==> src/rtl/exc_ctrl_unit_if.sv <==
// Core <-> exception controller bundle: M-stage requests and CP0 access in, redirect/flush and CP0 state out.
interface exc_ctrl_unit_if #(
  parameter int NUM_SRC = 4,
  parameter int DATA_W  = 32
);
  logic [NUM_SRC-1:0] exc_req;
  logic [DATA_W-1:0]  pc_m;
  logic               eret_m;
  logic               cp0_we;
  logic [4:0]         cp0_addr;
  logic [DATA_W-1:0]  cp0_wdata;
  logic [DATA_W-1:0]  cp0_rdata;
  logic               flush_d;
  logic               flush_e;
  logic               flush_m;
  logic               pc_redirect;
  logic [DATA_W-1:0]  pc_target;
  logic [DATA_W-1:0]  epc;
  logic [DATA_W-1:0]  cause;
  logic [DATA_W-1:0]  status;
  logic               exl;

  modport master (
    output exc_req, pc_m, eret_m, cp0_we, cp0_addr, cp0_wdata,
    input  cp0_rdata, flush_d, flush_e, flush_m, pc_redirect, pc_target,
           epc, cause, status, exl
  );

  modport slave (
    input  exc_req, pc_m, eret_m, cp0_we, cp0_addr, cp0_wdata,
    output cp0_rdata, flush_d, flush_e, flush_m, pc_redirect, pc_target,
           epc, cause, status, exl
  );
endinterface

==> src/rtl/exc_ctrl_unit.sv <==
// CP0-lite exception controller: priority take from M, EPC/CAUSE/STATUS, ERET return and
// replay of requests that were parked while a handler was running.
module exc_src_slot (
  input  logic clk,
  input  logic rst_n,
  input  logic act,
  input  logic load,
  input  logic clr,
  output logic pend,
  output logic ovr
);
  always_ff @(posedge clk or negedge rst_n) begin
    if (!rst_n) pend <= 1'b0;
    else        pend <= (pend & ~clr) | load;
  end

  assign ovr = act & pend;
endmodule

module exc_ctrl_unit #(
  parameter int                NUM_SRC     = 4,
  parameter int                DATA_W      = 32,
  parameter logic [DATA_W-1:0] VECTOR_ADDR = 32'h8000_0180
) (
  input  logic          clk,
  input  logic          rst_n,
  exc_ctrl_unit_if.slave bus
);
  localparam int                OVR_BIT  = 31;
  localparam logic [DATA_W-1:0] SRC_ONES = DATA_W'({NUM_SRC{1'b1}});
  localparam logic [DATA_W-1:0] ST_RST   = (SRC_ONES << 8) | DATA_W'(1);
  localparam logic [DATA_W-1:0] ST_WMASK = (SRC_ONES << 8) | DATA_W'(3);

  typedef enum logic [1:0] {IDLE, HANDLER, REPLAY} state_t;

  typedef struct packed {
    logic              flush_d;
    logic              flush_e;
    logic              flush_m;
    logic              redirect;
    logic [DATA_W-1:0] target;
  } resp_t;

  state_t             state, state_nxt;
  logic [DATA_W-1:0]  epc_q, status_q, status_nxt, cause_v;
  logic [4:0]         code_q, gnt_idx;
  logic               ovr_q;
  logic [NUM_SRC-1:0] mask, active, pend, ovr_hit, load, clr, sel_vec, grant;
  logic               take, take_pend, eret_go;
  logic               wr_status, wr_cause, wr_epc;
  resp_t              resp;

  assign mask      = status_q[8 +: NUM_SRC];
  assign active    = bus.exc_req & mask & {NUM_SRC{status_q[0]}};
  assign wr_status = bus.cp0_we && (bus.cp0_addr == 5'd12);
  assign wr_cause  = bus.cp0_we && (bus.cp0_addr == 5'd13);
  assign wr_epc    = bus.cp0_we && (bus.cp0_addr == 5'd14);

  always_ff @(posedge clk or negedge rst_n) begin
    if (!rst_n) state <= IDLE;
    else        state <= state_nxt;
  end

  always_comb begin
    state_nxt = state;
    take      = 1'b0;
    take_pend = 1'b0;
    eret_go   = 1'b0;
    sel_vec   = '0;
    case (state)
      IDLE: begin
        if (|active) begin
          take      = 1'b1;
          sel_vec   = active;
          state_nxt = HANDLER;
        end
      end
      HANDLER: begin
        if (bus.eret_m) begin
          eret_go   = 1'b1;
          state_nxt = REPLAY;
        end
      end
      REPLAY: begin
        if (|pend) begin
          take      = 1'b1;
          take_pend = 1'b1;
          sel_vec   = pend;
          state_nxt = HANDLER;
        end else if (|active) begin
          // nothing parked: a fresh request here is taken as if from IDLE so it is not lost
          take      = 1'b1;
          sel_vec   = active;
          state_nxt = HANDLER;
        end else begin
          state_nxt = IDLE;
        end
      end
      default: state_nxt = IDLE;
    endcase
  end

  // lowest set index wins
  assign grant = sel_vec & (~sel_vec + NUM_SRC'(1));

  always_comb begin
    gnt_idx = '0;
    for (int i = NUM_SRC - 1; i >= 0; i--)
      if (sel_vec[i]) gnt_idx = 5'(i);
  end

  always_comb begin
    load = '0;
    clr  = '0;
    if (take_pend) begin
      load = active;
      clr  = grant;
    end else if (take) begin
      load = active & ~grant;
    end else if (state == HANDLER) begin
      load = active;
    end
  end

  for (genvar g = 0; g < NUM_SRC; g++) begin : g_slot
    exc_src_slot u_slot (
      .clk  (clk),
      .rst_n(rst_n),
      .act  (active[g]),
      .load (load[g]),
      .clr  (clr[g]),
      .pend (pend[g]),
      .ovr  (ovr_hit[g])
    );
  end

  always_comb begin
    status_nxt = status_q;
    if (wr_status) status_nxt = bus.cp0_wdata & ST_WMASK;
    if (take)         status_nxt[1] = 1'b1;
    else if (eret_go) status_nxt[1] = 1'b0;
  end

  always_ff @(posedge clk or negedge rst_n) begin
    if (!rst_n) begin
      epc_q    <= '0;
      status_q <= ST_RST;
      code_q   <= '0;
      ovr_q    <= 1'b0;
    end else begin
      status_q <= status_nxt;
      // a replayed take keeps EPC pointing at the original resume address
      if (take && !take_pend) epc_q <= bus.pc_m;
      else if (wr_epc)        epc_q <= bus.cp0_wdata;
      if (take) code_q <= gnt_idx;
      if (|ovr_hit)      ovr_q <= 1'b1;
      else if (wr_cause) ovr_q <= bus.cp0_wdata[OVR_BIT];
    end
  end

  always_comb begin
    cause_v              = '0;
    cause_v[OVR_BIT]     = ovr_q;
    cause_v[8 +: NUM_SRC] = pend;
    cause_v[6:2]         = code_q;
  end

  always_comb begin
    resp.flush_d  = take | eret_go;
    resp.flush_e  = take | eret_go;
    resp.flush_m  = take;
    resp.redirect = take | eret_go;
    resp.target   = take ? VECTOR_ADDR : (eret_go ? epc_q : '0);
  end

  assign bus.flush_d     = resp.flush_d;
  assign bus.flush_e     = resp.flush_e;
  assign bus.flush_m     = resp.flush_m;
  assign bus.pc_redirect = resp.redirect;
  assign bus.pc_target   = resp.target;
  assign bus.epc         = epc_q;
  assign bus.cause       = cause_v;
  assign bus.status      = status_q;
  assign bus.exl         = status_q[1];

  always_comb begin
    case (bus.cp0_addr)
      5'd12:   bus.cp0_rdata = status_q;
      5'd13:   bus.cp0_rdata = cause_v;
      5'd14:   bus.cp0_rdata = epc_q;
      default: bus.cp0_rdata = '0;
    endcase
  end
endmodule

==> src/flat_wrapper.sv <==
// flat-port wrapper written by rule: the top's interface ports become plain ports
module exc_ctrl_unit_flat 
#(
  parameter int                NUM_SRC     = 4,
  parameter int                DATA_W      = 32,
  parameter logic [DATA_W-1:0] VECTOR_ADDR = 32'h8000_0180
)
  (clk, rst_n, bus_exc_req, bus_pc_m, bus_eret_m, bus_cp0_we, bus_cp0_addr, bus_cp0_wdata, bus_cp0_rdata, bus_flush_d, bus_flush_e, bus_flush_m, bus_pc_redirect, bus_pc_target, bus_epc, bus_cause, bus_status, bus_exl);
  exc_ctrl_unit_if #(.NUM_SRC(NUM_SRC), .DATA_W(DATA_W)) bus_i ();
  input  logic clk;
  input  logic rst_n;
  input wire logic [$bits(bus_i.exc_req)-1:0] bus_exc_req;
  input wire logic [$bits(bus_i.pc_m)-1:0] bus_pc_m;
  input wire logic [$bits(bus_i.eret_m)-1:0] bus_eret_m;
  input wire logic [$bits(bus_i.cp0_we)-1:0] bus_cp0_we;
  input wire logic [$bits(bus_i.cp0_addr)-1:0] bus_cp0_addr;
  input wire logic [$bits(bus_i.cp0_wdata)-1:0] bus_cp0_wdata;
  output wire logic [$bits(bus_i.cp0_rdata)-1:0] bus_cp0_rdata;
  output wire logic [$bits(bus_i.flush_d)-1:0] bus_flush_d;
  output wire logic [$bits(bus_i.flush_e)-1:0] bus_flush_e;
  output wire logic [$bits(bus_i.flush_m)-1:0] bus_flush_m;
  output wire logic [$bits(bus_i.pc_redirect)-1:0] bus_pc_redirect;
  output wire logic [$bits(bus_i.pc_target)-1:0] bus_pc_target;
  output wire logic [$bits(bus_i.epc)-1:0] bus_epc;
  output wire logic [$bits(bus_i.cause)-1:0] bus_cause;
  output wire logic [$bits(bus_i.status)-1:0] bus_status;
  output wire logic [$bits(bus_i.exl)-1:0] bus_exl;
  assign bus_i.exc_req = bus_exc_req;
  assign bus_i.pc_m = bus_pc_m;
  assign bus_i.eret_m = bus_eret_m;
  assign bus_i.cp0_we = bus_cp0_we;
  assign bus_i.cp0_addr = bus_cp0_addr;
  assign bus_i.cp0_wdata = bus_cp0_wdata;
  assign bus_cp0_rdata = bus_i.cp0_rdata;
  assign bus_flush_d = bus_i.flush_d;
  assign bus_flush_e = bus_i.flush_e;
  assign bus_flush_m = bus_i.flush_m;
  assign bus_pc_redirect = bus_i.pc_redirect;
  assign bus_pc_target = bus_i.pc_target;
  assign bus_epc = bus_i.epc;
  assign bus_cause = bus_i.cause;
  assign bus_status = bus_i.status;
  assign bus_exl = bus_i.exl;
  exc_ctrl_unit #(.NUM_SRC(NUM_SRC), .DATA_W(DATA_W), .VECTOR_ADDR(VECTOR_ADDR)) u_core (.clk(clk), .rst_n(rst_n), .bus(bus_i));
endmodule
==> config.mk <==
export PLATFORM = sky130hd
export DESIGN_NAME = exc_ctrl_unit_flat
export DESIGN_NICKNAME = d
export VERILOG_FILES = /design/src/rtl/exc_ctrl_unit_if.sv /design/src/rtl/exc_ctrl_unit.sv /design/src/flat_wrapper.sv
export SDC_FILE = /design/constraint.sdc
export NUM_CORES = 1
export LEC_CHECK = 0
export CORE_ASPECT_RATIO = 1.1
export CORE_UTILIZATION = 32
export DETAILED_ROUTE_END_ITERATION = 8
export PLACE_DENSITY = 0.87
export SETUP_SLACK_MARGIN = 0.15
export SKIP_CTS_REPAIR_TIMING = 1
export SLEW_MARGIN = 20
export SYNTH_ARGS = -nofsm -noshare
export SYNTH_HDL_FRONTEND = slang
export SYNTH_SLANG_ARGS = --single-unit
==> constraint.sdc <==
create_clock -name clk -period 2.05 [get_ports clk]
set_input_delay 0.205 -clock clk [delete_from_list [all_inputs] [get_ports clk]]
set_output_delay 0.205 -clock clk [all_outputs]
set_load 0.05 [all_outputs]
==> impl_metrics.ini, run 1 <==
[run_status]
status = finished, final reports clean

[place]
gp_congestion = 0.9028
detailed_placement_wirelength_estimate_um = 9003
numPortBuffers = 190
placedCellCount = 676

[critical_path]
regToRegSetupSlack_ns = 0.20
reg2regPathDepth = 6
critical_path_peak_fanout = 5
worst_ep_arrival_time_ns = 1.84
timing.critical_path.from_type = register
path_common_cell = sky130_fd_sc_hd__buf_6
cp-end-kind = output pin
timing.setup.critical_path_class = reg2out
timing.critical_path.cells = a22oi_2, a211oi_4, nor2_2, buf_6, o21ai_4, buf_6
required_ns = 1.85
worstReg2RegEnd = u_core.bus.epc[16]
r2r_start = u_core.bus.status[8]
cp-endpoint = bus_flush_e
kind_of_cell_with_the_highest_combined_delay_on_the_critical_path = flip-flops
crit_cells = 6
worst_path_max_delay_cell = sky130_fd_sc_hd__dfstp_4
worst_path_largest_cell_delay_ns = 0.64
critical_path.startpoint = u_core.bus.status[8]
timing.critical_path.buf_inv = 2

[power_and_ir_drop]
cell_leakage_power_nw = 3.047
report.power.total_mw = 7.446
worst_ir_drop_vdd_mv = 0.9506
power_density_nw_per_um2 = 1174

[clock_tree]
latest_clock_arrival_within_the_worst_skew_pair_ns = 0.29
cts.path.max_buffers = 2
worst_setup_hold_path_clk_slew_ns = 0.09
cts_root_buf = sky130_fd_sc_hd__clkbuf_8
clk_sink_count = 47
tritoncts = yes
htree_num_levels = 2
cts_buffers = 5

[drt]
detail_route.vias_per_cell = 4.839
vias = 3416
avgRoutedWirePerCell_um = 17.25
drc = 0
first_drt_iteration_drcs = 107
detail-route-antenna-nets = 0
drt_first_pass_iters = 5
postRouteWirelength_um = 12180

[cells_and_area]
finalNonFillerCells = 706
num_antenna_cells = 0
final_layout_size_suffix_gt1_share_pct = 25.26
layout-area-overhead-vs-synth_pct = 92.19
num-nets-final = 662

[die]
die_area_um2 = 10720
io_pins = 242
effective_utilization_at_floorplan_pct = 33.20
dieWidth_um = 98.82
die_h_um = 108.5
core-area_um2 = 9937
cell_row_count = 38

[global_routing]
grt_first_pass_wirelength_um = 16790
globalRouteOverflowTotal = 0
antenna_found_initial = 0
grt_pass1_vias = 3300
globalRouteTotalUtil_pct = 20.06
maximum_number_of_pins_on_one_net_before_global_route_repair = 37

[min_path]
hp-class = in2reg
worstHoldStart = bus_pc_m[26]

[yosys]
synth_xor_xnor_area_share_pct = 0
ys_warn_count = 0
share_of_synthesized_area_occupied_by_flip_flops_and_latches_pct = 35.84
synth_mux_area_share_pct = 13.54
synth.ff_latch_count = 47
synth_compound_gate_area_share_pct = 13.65
post_synth_edffs = 0
synth_ff_type = sky130_fd_sc_hd__dfrtp_1
mappedNetlistArea_um2 = 3299
synth-async-reset-ratio_pct = 100.0
synthCells = 374
synth-simple-area-share_pct = 20.14
largest_family_of_logic_cells_by_synthesized_area = simple AND/OR/NAND/NOR gates
synth_fa_ha_area_share_pct = 0
yosysUniqueCellTypes = 40
postSynthAreaPerCell_um2 = 8.822

[sta]
report.final.hold_viol_count = 0
final_min_period_over_clock_period_pct = 99.56
grt_setup_unrepaired = yes
worstMarginPinSlew_ns = 0.6129
hold_ws_ns = 0.4472
drv_slew = 0
finalWorstPathRequiredPeriod_ns = 2.041
fin_worst_skew_ns = 0.008859
timing.slew.headroom_pct = 59.14
timing.fmax_ghz = 0.4899
setup_viol = 0

[flow_run]
drv.max_cap_violation_count = 0
## area by class of cell
class	count	area, µm²
inverters	4	15.01
well taps	120	150.1
repair buffers	235	3052
clock inverters	1	5.005
flip-flops and latches	47	1195
multi-input cells	292	1848
fillers	742	3596
clock buffers	7	76.32
## worst register-to-register path, cell delays in order, from the launching register on
cell and delay, ns:
sky130_fd_sc_hd__dfstp_4 0.64, sky130_fd_sc_hd__a22oi_2 0.11, sky130_fd_sc_hd__buf_4 0.16, sky130_fd_sc_hd__a2111oi_4 0.34, sky130_fd_sc_hd__buf_6 0.20, sky130_fd_sc_hd__clkbuf_16 0.18, sky130_fd_sc_hd__o21ai_0 0.10
## routing by layer
metal  routed length (µm)  global-route usage [%]  vias up  share of wire (%)
met2                 6422                   37.31      192                 53
li1                     -                       -     1579                  -
met3                  913                   4.719       16                7.5
met5                    0                       0        -                  0
met1                 4697                   23.30     1629                 39
met4                  147                   4.371        0                1.2
## sequential cells by signal (all words and copies together) (netlist names)
signal / cells
u_core.bus.epc: 32
u_core.bus.status: 6
u_core.g_slot.u_slot.pend: 4
u_core.code_q: 2
u_core.state: 2
u_core.ovr_q: 1
## layout by cell type, fill, tap and decap left out, drive strengths merged, types with 6 or more instances in the layout
cell	n
o21ai	44
mux2i	39
clkbuf	10
nor2	9
dfrtp	42
nand3	10
buf	110
and2	52
conb	51
a22o	6
nand2	43
clkdlybuf4s50	108
dlymetal6s2s	13
## synth_stat cells (all sizes together) (3+ instances only)
cell type | count | area share, %
nor2 | 9 | 1.0
dfrtp | 42 | 32
a21oi | 3 | 0.45
mux2 | 5 | 1.7
buf | 69 | 15
nand2 | 43 | 4.9
a22o | 6 | 1.6
and2 | 52 | 9.9
a22oi | 4 | 0.91
dfstp | 5 | 4.0
nand3 | 10 | 1.5
inv | 4 | 0.45
mux2i | 39 | 12
o21ai | 44 | 6.7
clkbuf | 12 | 1.4
## worst min-delay path by stage
| stage | cells after the start | slack [ns] | end |
|---|---|---|---|
| CTS | 1 | -0.08 | u_core.bus.epc[11] |
| global placement | 1 | 0.24 | u_core.g_slot[3].u_slot.pend |
| floorplan | 0 | -0.09 | u_core.bus.epc[0] |
| detailed placement | 1 | 0.25 | u_core.g_slot[3].u_slot.pend |
| finish | 3 | 0.45 | u_core.bus.epc[26] |
| global route | 3 | 0.46 | u_core.bus.epc[9] |
## report_power, final
part | internal [mW] | switching, mW
logic | 1.91 | 3.16
registers | 1.35 | 0.489
clock network | 0.240 | 0.294
total | 3.50 | 3.95
## through the flow
| stage | util (%) | setup WS [ns] | area [µm²] | TNS, ns |
|---|---|---|---|---|
| floorplan | - | 0.1028 | 3541 | 0 |
| global placement | 59.17 | -0.02047 | 5879 | -0.1309 |
| detailed placement | 59.17 | -0.1170 | 5879 | -2.328 |
| CTS | 59.98 | -0.1916 | 5961 | -2.091 |
| global route | 63.81 | -0.05239 | 6341 | -0.2402 |
| finish | 63.81 | 0.008967 | 6341 | 0 |
## logic make-up (layout without fill, tap and decap cells)
group / Yosys count / in the layout
AND/OR/NAND/NOR: 127 / 127
buffers and inverters: 85 / 247
AO/OA/AOI/OAI: 70 / 70
flip-flops: 47 / 47
multiplexers: 44 / 44
other: 1 / 51
Note: power is estimated with default switching activity, not from simulation.
==> inputs of run 2 (changes only) <==
--- a/config.mk
+++ b/config.mk
@@ -5,6 +5,7 @@
 export SDC_FILE = /design/constraint.sdc
 export NUM_CORES = 1
 export LEC_CHECK = 0
+export CAP_MARGIN = 20
 export CORE_ASPECT_RATIO = 1.1
 export CORE_UTILIZATION = 32
 export DETAILED_ROUTE_END_ITERATION = 8
==> results of run 2 <==
No change in the layout: final DEF, timing and power equal those of run 1.
==> inputs of run 3 (changes only) <==
--- a/config.mk
+++ b/config.mk
@@ -10,6 +10,7 @@
 export CORE_UTILIZATION = 32
 export DETAILED_ROUTE_END_ITERATION = 8
 export PLACE_DENSITY = 0.87
+export REMOVE_ABC_BUFFERS = 1
 export SETUP_SLACK_MARGIN = 0.15
 export SKIP_CTS_REPAIR_TIMING = 1
 export SLEW_MARGIN = 20
==> run 3 against run 2 <==
The run now ends with negative setup slack left. Combinational power grew 2%. Register-to-register slack is essentially flat. Via count grew 2.4%. Count of clock-buffer cells in the layout grew 1. Sequential power shrank 2%. Total power grew 2.3%. Core utilization grew 0.43 points. Design area grew 0.67%. Die area is the same. Clock power grew 17%. Clock skew shrank 0.0018 ns. Wire length grew 6.9%. Largest cell class unchanged. Largest power group unchanged. Highest routed layer unchanged.
==> impl_metrics.ini, run 3 (synthesis gave the netlist of run 1 again) <==
[die]
die_h_um = 108.5
core-area_um2 = 9937
effective_utilization_at_floorplan_pct = 33.20
die_area_um2 = 10720
io_pins = 242
dieWidth_um = 98.82
cell_row_count = 38

[critical_path]
critical_path_peak_fanout = 4
timing.critical_path.from_type = register
timing.setup.critical_path_class = reg2out
cp-end-kind = output pin
required_ns = 1.85
worst_ep_arrival_time_ns = 1.86

[power_and_ir_drop]
power.combinational.fraction_pct = 68.2
pwr-share-seq_pct = 23.6
sw_frac_of_total_pct = 52.71
report.power.total_mw = 7.614
power_density_nw_per_um2 = 1193
share_clk_of_total_power_pct = 8.2
cell_leakage_power_nw = 3.051
p_int_mw = 3.601
switching_power_mw = 4.013
worst_ir_drop_vdd_mv = 0.8140

[min_path]
hp-class = in2async

[clock_tree]
clk_sink_count = 47
worst_setup_hold_path_clk_slew_ns = 0.09
htree_num_levels = 2
cts_root_buf = sky130_fd_sc_hd__clkbuf_8
tritoncts = yes
latest_clock_arrival_within_the_worst_skew_pair_ns = 0.29
cts.path.max_buffers = 2
cts_buffers = 5

[sta]
final_min_period_over_clock_period_pct = 100.5
finalWorstPathRequiredPeriod_ns = 2.061
setup-tns-final_ns = -0.01415
timing.fmax_ghz = 0.4853
setup_viol = 3
timing.slew.headroom_pct = 58.65
drv_slew = 0
worstMarginPinSlew_ns = 0.6202
grt_setup_unrepaired = yes
fin_worst_skew_ns = 0.007031
report.final.hold_viol_count = 0
final.setup.worst_slack_ns = -0.01051

[place]
numPortBuffers = 190
pre_cts_slack_ns = -0.2169
gp_congestion = 0.8715
placedCellCount = 685
detailed_placement_wirelength_estimate_um = 9357

[drt]
drt_first_pass_iters = 4
drc = 0
detail_route.vias_per_cell = 4.948
first_drt_iteration_drcs = 178
detail-route-antenna-nets = 0
vias = 3498
postRouteWirelength_um = 13020
avgRoutedWirePerCell_um = 18.42

[cells_and_area]
leading_cell_type_in_the_layout_fill_and_taps_excluded = sky130_fd_sc_hd__clkdlybuf4s50_1
final_util_pct = 64.24
layout-area-overhead-vs-synth_pct = 93.48
final_layout_size_suffix_gt1_share_pct = 27.60
most-common-layout-cells = sky130_fd_sc_hd__clkdlybuf4s50_1, sky130_fd_sc_hd__buf_12, sky130_fd_sc_hd__conb_1
n_fill_cell = 762
num_antenna_cells = 0
num-nets-final = 663
number_of_flip_flops_in_the_largest_register = 32
finalNonFillerCells = 707

[flow_run]
drv.max_cap_violation_count = 0

[run_status]
status = finished with violations
failed_checks = negative setup slack

[global_routing]
grt_first_pass_wirelength_um = 17930
globalRouteOverflowTotal = 0
antenna_found_initial = 0
grt_pass1_vias = 3491
globalRouteTotalUtil_pct = 21.58
maximum_number_of_pins_on_one_net_before_global_route_repair = 65
-- run 3: cell types whose count changed in the layout (fill, tap and decap cells not counted), moves of 2 or more --
cell	delta
sky130_fd_sc_hd__and2_1	-9
sky130_fd_sc_hd__clkbuf_8	+2
sky130_fd_sc_hd__o21ai_1	-3
sky130_fd_sc_hd__buf_6	-2
sky130_fd_sc_hd__o21ai_2	+3
sky130_fd_sc_hd__dfstp_4	-2
sky130_fd_sc_hd__dfstp_2	+2
sky130_fd_sc_hd__and2_4	+9
sky130_fd_sc_hd__buf_4	+3
-- run 3: critical path, cell delays in order, from the launching register on --
cell and delay, ns:
sky130_fd_sc_hd__dfrtp_2 0.47, sky130_fd_sc_hd__o41ai_4 0.48, sky130_fd_sc_hd__nor2_2 0.10, sky130_fd_sc_hd__nor2_4 0.16, sky130_fd_sc_hd__buf_4 0.13, sky130_fd_sc_hd__nand2_1 0.06
sky130_fd_sc_hd__buf_6 0.16
-- run 3: power groups by stage --
stage | registers, mW | clock network [mW] | logic (mW)
finish | 1.80 | 0.625 | 5.19
global route | 1.87 | 0.675 | 5.41
CTS | 1.78 | 0.638 | 4.82
detailed placement | 1.79 | 0 | 4.82
global placement | 1.77 | 0 | 4.73
floorplan | 3.10 | 0 | 1.44
-- run 3: worst paths after layout --
| path | startpoint | end | slack [ns] | cells after the start |
|---|---|---|---|---|
| max in group asynchronous | rst_n | u_core.state[1] | 1.60 | 2 |
| worst max register to register | u_core.g_slot[3].u_slot.pend | u_core.bus.epc[29] | 0.19 | 6 |
| min in group clk | bus_pc_m[30] | u_core.bus.epc[30] | 0.45 | 3 |
| worst min-delay path | rst_n | u_core.g_slot[0].u_slot.pend | 0.01 | 2 |
| worst max-delay path | u_core.g_slot[1].u_slot.pend | bus_pc_target[8] | -0.01 | 6 |
| worst min register to register | u_core.code_q[0] | u_core.code_q[0] | 0.55 | 1 |
-- run 3: per-stage QoR --
stage	hold slack, ns	cell area, µm²
after global placement	0.3396	5876
after global routing	0.05971	6384
after floorplan	-0.09059	2950
final	0.01054	6384
after detailed placement	0.3580	5876
after CTS	0.02911	5976
-- run 3: routing by layer --
layer | part of all wire, % | global-route usage (%)
met5 | 0 | 0
met3 | 7.8 | 5.495
met1 | 37 | 23.36
met4 | 2.5 | 6.503
met2 | 53 | 41.11
-- run 3: layout make-up --
class / count / area, µm² / share of cell area [%]
Clock buffer: 8 / 100.1 / 1.568
Inverter: 4 / 15.01 / 0.2352
Multi-Input combinational cell: 292 / 1873 / 29.34
Sequential cell: 47 / 1186 / 18.58
Tap cell: 120 / 150.1 / 2.352
Timing Repair Buffer: 236 / 3059 / 47.92
